===== src/rtl/btn_cond.sv =====
// Parallel input conditioner: 2-FF synchroniser, shared prescaled sample tick,
// STABLE-sample debounce, with per-bit rise/fall pulses and a clearable pressed latch.
module btn_cond #(
  parameter int unsigned WIDTH    = 32,
  parameter int unsigned TICK_DIV = 1000,
  parameter int unsigned TICK_W   = 16,
  parameter int unsigned STABLE   = 4
) (
  input  logic             clk,
  input  logic             reset,
  input  logic [WIDTH-1:0] din,
  input  logic [WIDTH-1:0] clr,
  output logic [WIDTH-1:0] dout,
  output logic [WIDTH-1:0] rise,
  output logic [WIDTH-1:0] fall,
  output logic [WIDTH-1:0] pressed,
  output logic             tick
);

  localparam logic [TICK_W-1:0] TICK_LAST = TICK_W'(TICK_DIV - 1);

  logic [WIDTH-1:0]  s1_q, s2_q;
  logic [TICK_W-1:0] cnt_q, cnt_d;
  logic              tick_q, tick_d;
  logic [WIDTH-1:0]  hist_q [STABLE];
  logic [WIDTH-1:0]  hist_d [STABLE];
  logic [WIDTH-1:0]  dout_q, dout_d;
  logic [WIDTH-1:0]  rise_q, rise_d;
  logic [WIDTH-1:0]  fall_q, fall_d;
  logic [WIDTH-1:0]  pressed_q, pressed_d;
  logic [WIDTH-1:0]  all1, all0;

  always_comb begin
    cnt_d  = (cnt_q == TICK_LAST) ? '0 : cnt_q + TICK_W'(1);
    tick_d = (cnt_q == TICK_LAST);

    for (int unsigned k = 0; k < STABLE; k++) begin
      hist_d[k] = hist_q[k];
    end
    if (tick_q) begin
      hist_d[0] = s2_q;
      for (int unsigned k = 1; k < STABLE; k++) begin
        hist_d[k] = hist_q[k-1];
      end
    end

    // Level decision uses the post-shift history so dout moves on the sampling edge itself.
    all1 = '1;
    all0 = '1;
    for (int unsigned k = 0; k < STABLE; k++) begin
      all1 = all1 & hist_d[k];
      all0 = all0 & ~hist_d[k];
    end

    dout_d = dout_q;
    if (tick_q) begin
      dout_d = (dout_q | all1) & ~all0;
    end

    rise_d    = dout_d & ~dout_q;
    fall_d    = ~dout_d & dout_q;
    pressed_d = (pressed_q & ~clr) | rise_d;
  end

  always_ff @(posedge clk or negedge reset) begin
    if (!reset) begin
      s1_q      <= '0;
      s2_q      <= '0;
      cnt_q     <= '0;
      tick_q    <= 1'b0;
      dout_q    <= '0;
      rise_q    <= '0;
      fall_q    <= '0;
      pressed_q <= '0;
      for (int unsigned k = 0; k < STABLE; k++) begin
        hist_q[k] <= '0;
      end
    end else begin
      s1_q      <= din;
      s2_q      <= s1_q;
      cnt_q     <= cnt_d;
      tick_q    <= tick_d;
      dout_q    <= dout_d;
      rise_q    <= rise_d;
      fall_q    <= fall_d;
      pressed_q <= pressed_d;
      for (int unsigned k = 0; k < STABLE; k++) begin
        hist_q[k] <= hist_d[k];
      end
    end
  end

  assign dout    = dout_q;
  assign rise    = rise_q;
  assign fall    = fall_q;
  assign pressed = pressed_q;
  assign tick    = tick_q;

endmodule


===== config.mk =====
export PLATFORM = sky130hd
export DESIGN_NAME = btn_cond
export DESIGN_NICKNAME = d
export VERILOG_FILES = /design/src/rtl/btn_cond.sv
export SDC_FILE = /design/constraint.sdc
export NUM_CORES = 1
export LEC_CHECK = 0
export ABC_AREA = 1
export BUFFER_PORTS_ARGS = -buffer_cell sky130_fd_sc_hd__buf_2
export CAP_MARGIN = 30
export CELL_PAD_IN_SITES_DETAIL_PLACEMENT = 1
export CELL_PAD_IN_SITES_GLOBAL_PLACEMENT = 1
export CORE_UTILIZATION = 43
export CTS_CLUSTER_DIAMETER = 40
export CTS_CLUSTER_SIZE = 10
export DETAILED_ROUTE_END_ITERATION = 8
export PLACE_DENSITY = 0.75
export SYNTH_ARGS = -nofsm -noshare
export SYNTH_HDL_FRONTEND = slang
export SYNTH_SLANG_ARGS = --single-unit

===== constraint.sdc =====
create_clock -name clk -period 1.6 [get_ports clk]
set_input_delay 0.08 -clock clk [delete_from_list [all_inputs] [get_ports clk]]
set_output_delay 0.08 -clock clk [all_outputs]
set_load 0.03 [all_outputs]

### Word level (Yosys, flattened, before mapping)

Index checks and enable logic that the tools add are counted.

| word-level totals | value |
|---|---|
| bits in registers | 337 |
| input bits | 66 |
| output and inout port bits | 129 |
| word-level logic and storage cells | 37 |

| operators by class | value |
|---|---|
| $add $sub $neg | 1 |
| equal/unequal tests | 1 |
| multiplexer cells | 3 |
| bitwise gates (word level) | 20 |

Operators with widths:

| operator | count |
|---|---|
| $and 32x32->32 | 10 |
| $not 32->32 | 8 |
| $mux 128 | 1 |
| $or 32x32->32 | 2 |
| $mux 32 | 1 |
| $add 16x1->16 const B | 1 |
| $eq 16x10->1 const B | 1 |
| $mux 16 | 1 |

### Depth between registers and ports, before layout

| logic depth | value |
|---|---|
| depth in word-level cells | 10 |
| depth in mapped cells | 8 |
| gate-level depth less buffers | 8 |

### Worst setup path after synthesis

No wires, ideal clock.

| timing path | value |
|---|---|
| path kind | register to register |
| start | reg tick_q, in the netlist tick |
| end | reg dout_q[19], in the netlist dout[19] |
| setup time | 0.119 ns |
| data arrival time | 1.338 ns |
| required time | 1.481 ns |
| path slack | 0.143 ns |
| cell stages (with the launch flop) | 9 |
| path buffers | 3 |
| clock period less this slack | 1.457 ns |
| cell sequence | dfrtp_1 -> buf_6 -> buf_6 -> buf_4 -> nand2_1 -> o21ai_0 -> nand4_1 -> nand2_1 -> nand2_1 |

| between the ends | value |
|---|---|
| longest elaborated chain between the ends | 8 |
| elaborated cells on any way between the ends | 15 |
| classes of those cells | 2 x mux; 13 x bitwise |

RTL lines:

| element | RTL line | text |
|---|---|---|
| from (decl) | 24 | `logic tick_q, tick_d;` |
| from (signal assigned) | 82 | `tick_q <= tick_d;` |
| $mux 128 | 40 | `if (tick_q) begin` |
| $not 32->32 | 52 | `all0 = all0 & ~hist_d[k];` |
| $and 32x32->32 (3 in series) | 52 |  |
| $not 32->32 | 57 | `dout_d = (dout_q \| all1) & ~all0;` |
| $and 32x32->32 | 57 |  |
| $mux 32 * | 56 | `if (tick_q) begin` |
| via dout_d[19] | 27 | `logic [WIDTH-1:0] dout_q, dout_d;` |
| to (signal assigned) | 83 | `dout_q <= dout_d;` |
| to (decl) | 27 |  |

Mark *: on every way through the listed nets, which the timed path passes. The rest lies on a longest branch.

### Final worst setup path

| timing path | value |
|---|---|
| start | reg tick_q, in the netlist tick |
| end | reg dout_q[9], in the netlist dout[9] |

The elaborated chain is that of the path after synthesis.

==> out/qor.txt <==
LOGIC SYNTHESIS
----------------------------------------------------------------------------------
Number of enable-type register cells in the synthesized netlist                  0
Count of cell types in the netlist                                              27
Nets in the synthesized netlist                                               1322
Proportion of synthesized chip area in sequential cells                      67.4%
Warning count from the yosys run                                                 0
Async set-reset flop share out of synthesis                                   100%
Synthesis-stage register bit count                                             337
Post-Syn Area                                                            12500 um2
Most instantiated library cell after synthesis                        sky130_fd_sc_hd__dfrtp_1
Primary flip-flop cell chosen by synthesis mapping                    sky130_fd_sc_hd__dfrtp_1
Cell type with the highest aggregate area in the netlist              sky130_fd_sc_hd__dfrtp_1
Largest cells by area after synthesis                                 sky130_fd_sc_hd__dfrtp_1 67%, sky130_fd_sc_hd__nand2_1 8.8%, sky130_fd_sc_hd__inv_1 6.4%, sky130_fd_sc_hd__nor2_1 3.9%, sky130_fd_sc_hd__nand4_1 2.3%
Per-instance average area after synthesis                                 9.96 um2
Commonest cells post-synth                                            337 x sky130_fd_sc_hd__dfrtp_1, 294 x sky130_fd_sc_hd__nand2_1, 213 x sky130_fd_sc_hd__inv_1
Synth top area share                                                         67.4%
Gate count of the mapped netlist                                              1255

ROUTING
----------------------------------------------------------------------------------
DR vias                                                                       9451
Aggregate routed wire length                                              29500 um
Via-to-Cell Ratio                                                             4.79
DR pass1 iterations                                                              4
Number of remaining DRC errors                                                   0
Mean routed wirelength per cell                                            14.9 um
Initial drt markers                                                            404
Antenna viol nets, final                                                         0

CRITICAL PATH
----------------------------------------------------------------------------------
Crit. End Element                                                        flip-flop
Start-to-end type of the worst setup path                             flip-flop to flip-flop
Data required time of the critical path                                    1.98 ns
CP max stage cell                                                     sky130_fd_sc_hd__dfrtp_4
Worst setup SP type                                                      flip-flop
Largest fanout on the critical path                                             36
Maximum single-stage delay on the critical path                            0.46 ns
Source of the critical timing path                                    tick$_DFF_PN0_
Most frequent cell on the critical path                               sky130_fd_sc_hd__nand2_1
Chain of cells forming the critical path                              buf_12 > buf_4 > buf_12 > nand2_1 > nor2_1 > nand4_1 > nand2_1 > nand2_1
Startpoint of the worst-slack reg-to-reg timing path                  tick$_DFF_PN0_
Number of cells on the worst reg-to-reg path                                     8
WP data arrival                                                            1.96 ns

PLACE
----------------------------------------------------------------------------------
HPWL after detailed placement                                             18900 um
Total instance count after detailed placement                                 1828
Final weighted congestion of routability-driven global placement             0.805
Area after DPL                                                           14100 um2
IO buf count                                                                   194

TIMING
----------------------------------------------------------------------------------
Worst-Margin Slew                                                         0.418 ns
Shortest clock period the worst path allows after layout                   1.58 ns
Final Setup Violations                                                           0
Hold Worst Slack                                                         0.0690 ns
Number of max-slew violations in the final report                                0
Worst clock skew                                                         0.0195 ns
RSZ-0062 raised after global routing                                          true
Final count of hold timing violations                                            0
Fin crit share                                                               98.7%
F_max                                                                      633 MHz
Worst relative slew slack                                                    72.1%

CELLS AND AREA
----------------------------------------------------------------------------------
Number of filler cells placed in the layout                                   3184
Register area                                                             8440 um2
Area overhead of the layout relative to synthesis                            30.8%
# nets final                                                                  1628
Final core occ                                                               57.1%
Share of final-layout standard cells stronger than drive strength 1          19.4%
Post-layout instance area                                                16300 um2
Final cell count without fillers                                              1974
Multi-input logic area                                                    3080 um2
Antenna diode instance count                                                     0

GLOBAL ROUTE
----------------------------------------------------------------------------------
Via count of the first global-routing pass                                   10300
Wire length of the first global-routing pass                              50800 um
Grt ovf                                                                          0
Pin count of the biggest net entering global routing                            62
Antenna violations before repair                                                 0
GRT Overall Usage                                                            20.7%

FLOORPLAN
----------------------------------------------------------------------------------
Height of the chip                                                          173 um
Floorplan die area                                                       29800 um2
Starting density of the core                                                 43.7%
Core region area                                                         28600 um2
I/O Pins                                                                       195
Die Width                                                                   173 um
Std-Cell Rows                                                                   62

CLOCK TREE
----------------------------------------------------------------------------------
Clock Path Buffers                                                               3
Clock latency of the later-clocked register in the worst-skew pair         0.53 ns
Root cell of the clock tree                                           sky130_fd_sc_hd__clkbuf_16
CTS clk-pin slew, worst paths                                              0.06 ns
Total clock sinks                                                              337
Number of buffers inserted during clock tree synthesis                          46
CTS tree                                                                     built
H-tree depth reported by CTS                                                     2

RUN STATUS
----------------------------------------------------------------------------------
Result of the run                                                     finished clean

HOLD PATH
----------------------------------------------------------------------------------
Worst Hold Class                                                      input port to async pin

POWER
----------------------------------------------------------------------------------
Max VDD drop                                                                897 uV
Cell leakage power                                                      0.00896 uW
Total power divided by cell area                                       1160 nW/um2

FLOW RUN
----------------------------------------------------------------------------------
Maxcap violations                                                                0

## repair_timing
action | 4_1_cts | 5_1_grt
buffers inserted | 4 | 0
pin swaps | 0 | 3
hold buffers | 65 | 0
endpoints found under the setup margin | 3 | 23
hold endpoints to repair | 401 | 0
resized for setup | 2 | 18
## layout by cell type (no fill, tap or decap), types with 2 or more instances in the layout
cell / count
sky130_fd_sc_hd__nand2_2: 5
sky130_fd_sc_hd__bufinv_16: 4
sky130_fd_sc_hd__o21ai_1: 41
sky130_fd_sc_hd__nand2_1: 294
sky130_fd_sc_hd__dlygate4sd3_1: 65
sky130_fd_sc_hd__clkbuf_16: 47
sky130_fd_sc_hd__dfrtp_1: 336
sky130_fd_sc_hd__clkinv_2: 5
sky130_fd_sc_hd__buf_2: 192
sky130_fd_sc_hd__xor2_1: 2
sky130_fd_sc_hd__clkinvlp_4: 2
sky130_fd_sc_hd__o21ai_0: 19
sky130_fd_sc_hd__o21bai_1: 2
sky130_fd_sc_hd__a21oi_1: 4
sky130_fd_sc_hd__inv_1: 213
sky130_fd_sc_hd__buf_12: 14
sky130_fd_sc_hd__nand3_1: 52
sky130_fd_sc_hd__o21a_1: 31
sky130_fd_sc_hd__clkbuf_8: 9
sky130_fd_sc_hd__buf_4: 15
sky130_fd_sc_hd__clkbuf_1: 8
sky130_fd_sc_hd__buf_6: 2
sky130_fd_sc_hd__nor3_1: 3
sky130_fd_sc_hd__o21ai_2: 7
sky130_fd_sc_hd__nor2_1: 131
sky130_fd_sc_hd__nand4_1: 46
sky130_fd_sc_hd__o22ai_1: 30
## sequential cells by signal (all words and copies together) (netlist names)
| name | cells |
|---|---|
| rise | 32 |
| hist_q | 128 |
| tick | 1 |
| fall | 32 |
| cnt_q | 16 |
| dout | 32 |
| s1_q | 32 |
| pressed | 32 |
| s2_q | 32 |
## cell families (layout without fill, tap and decap cells)
kind of cell	Yosys count	count (layout)	share of synthesized area (%)
fa+ha+maj	1	1	0.100
buf+inv	245	580	8.15
xor+xnor	3	3	0.210
simple gates	534	534	17.7
compound gates	135	135	6.42
flops	337	337	67.4
## through the flow
stage / setup TNS, ns / total power [uW] / worst slack, ns
finish: 0 / 19000 / 0.0212
global route: -0.0689 / 19700 / -0.0270
CTS: 0 / 19200 / 0.00922
detailed placement: -0.0209 / 9110 / -0.0209
global placement: 0 / 9100 / 0.112
floorplan: 0 / 8800 / 0.143
## where the power goes
part	switching, uW	total [uW]	leakage [uW]	internal (uW)
logic	229	426	0.00368	197
clock network	3550	9940	0.000738	6390
registers	36.5	8650	0.00455	8620
total	3820	19000	0.00896	15200
## cell type report
class / instances / area share [%]
Multi-Input combinational cell: 673 / 18.8
Timing Repair Buffer: 289 / 12.5
Clock inverter: 13 / 1.09
Inverter: 214 / 4.91
Clock buffer: 64 / 8.14
Tap cell: 384 / 2.94
Sequential cell: 337 / 51.6
## worst paths after layout
kind	end	slack, ns
setup / recovery	dout[9]$_DFF_PN0_	0.02
hold / removal	fall[22]$_DFF_PN0_	0.07
setup reg to reg	dout[9]$_DFF_PN0_	0.02
hold reg to reg	s2_q[9]$_DFF_PN0_	0.33
max in group asynchronous	s1_q[10]$_DFF_PN0_	0.84
min in group clk	s1_q[2]$_DFF_PN0_	0.20
## worst max-delay path: cells and delay by family (launching register included)
family                 cells  cell delay [ns]
DFF                        1             0.46
and+or+nand+nor            5             0.54
buffers and inverters      3             0.44
## layer usage
layer | part of all wire [%] | vias up | global-route usage (%)
li1 | - | 4533 | -
met1 | 42 | 4673 | 25.3
met2 | 53 | 184 | 37.3
met3 | 3.3 | 61 | 3.54
met4 | 2.4 | 0 | 6.44
met5 | 0 | - | 0
Note: power is estimated with default switching activity, not from simulation.
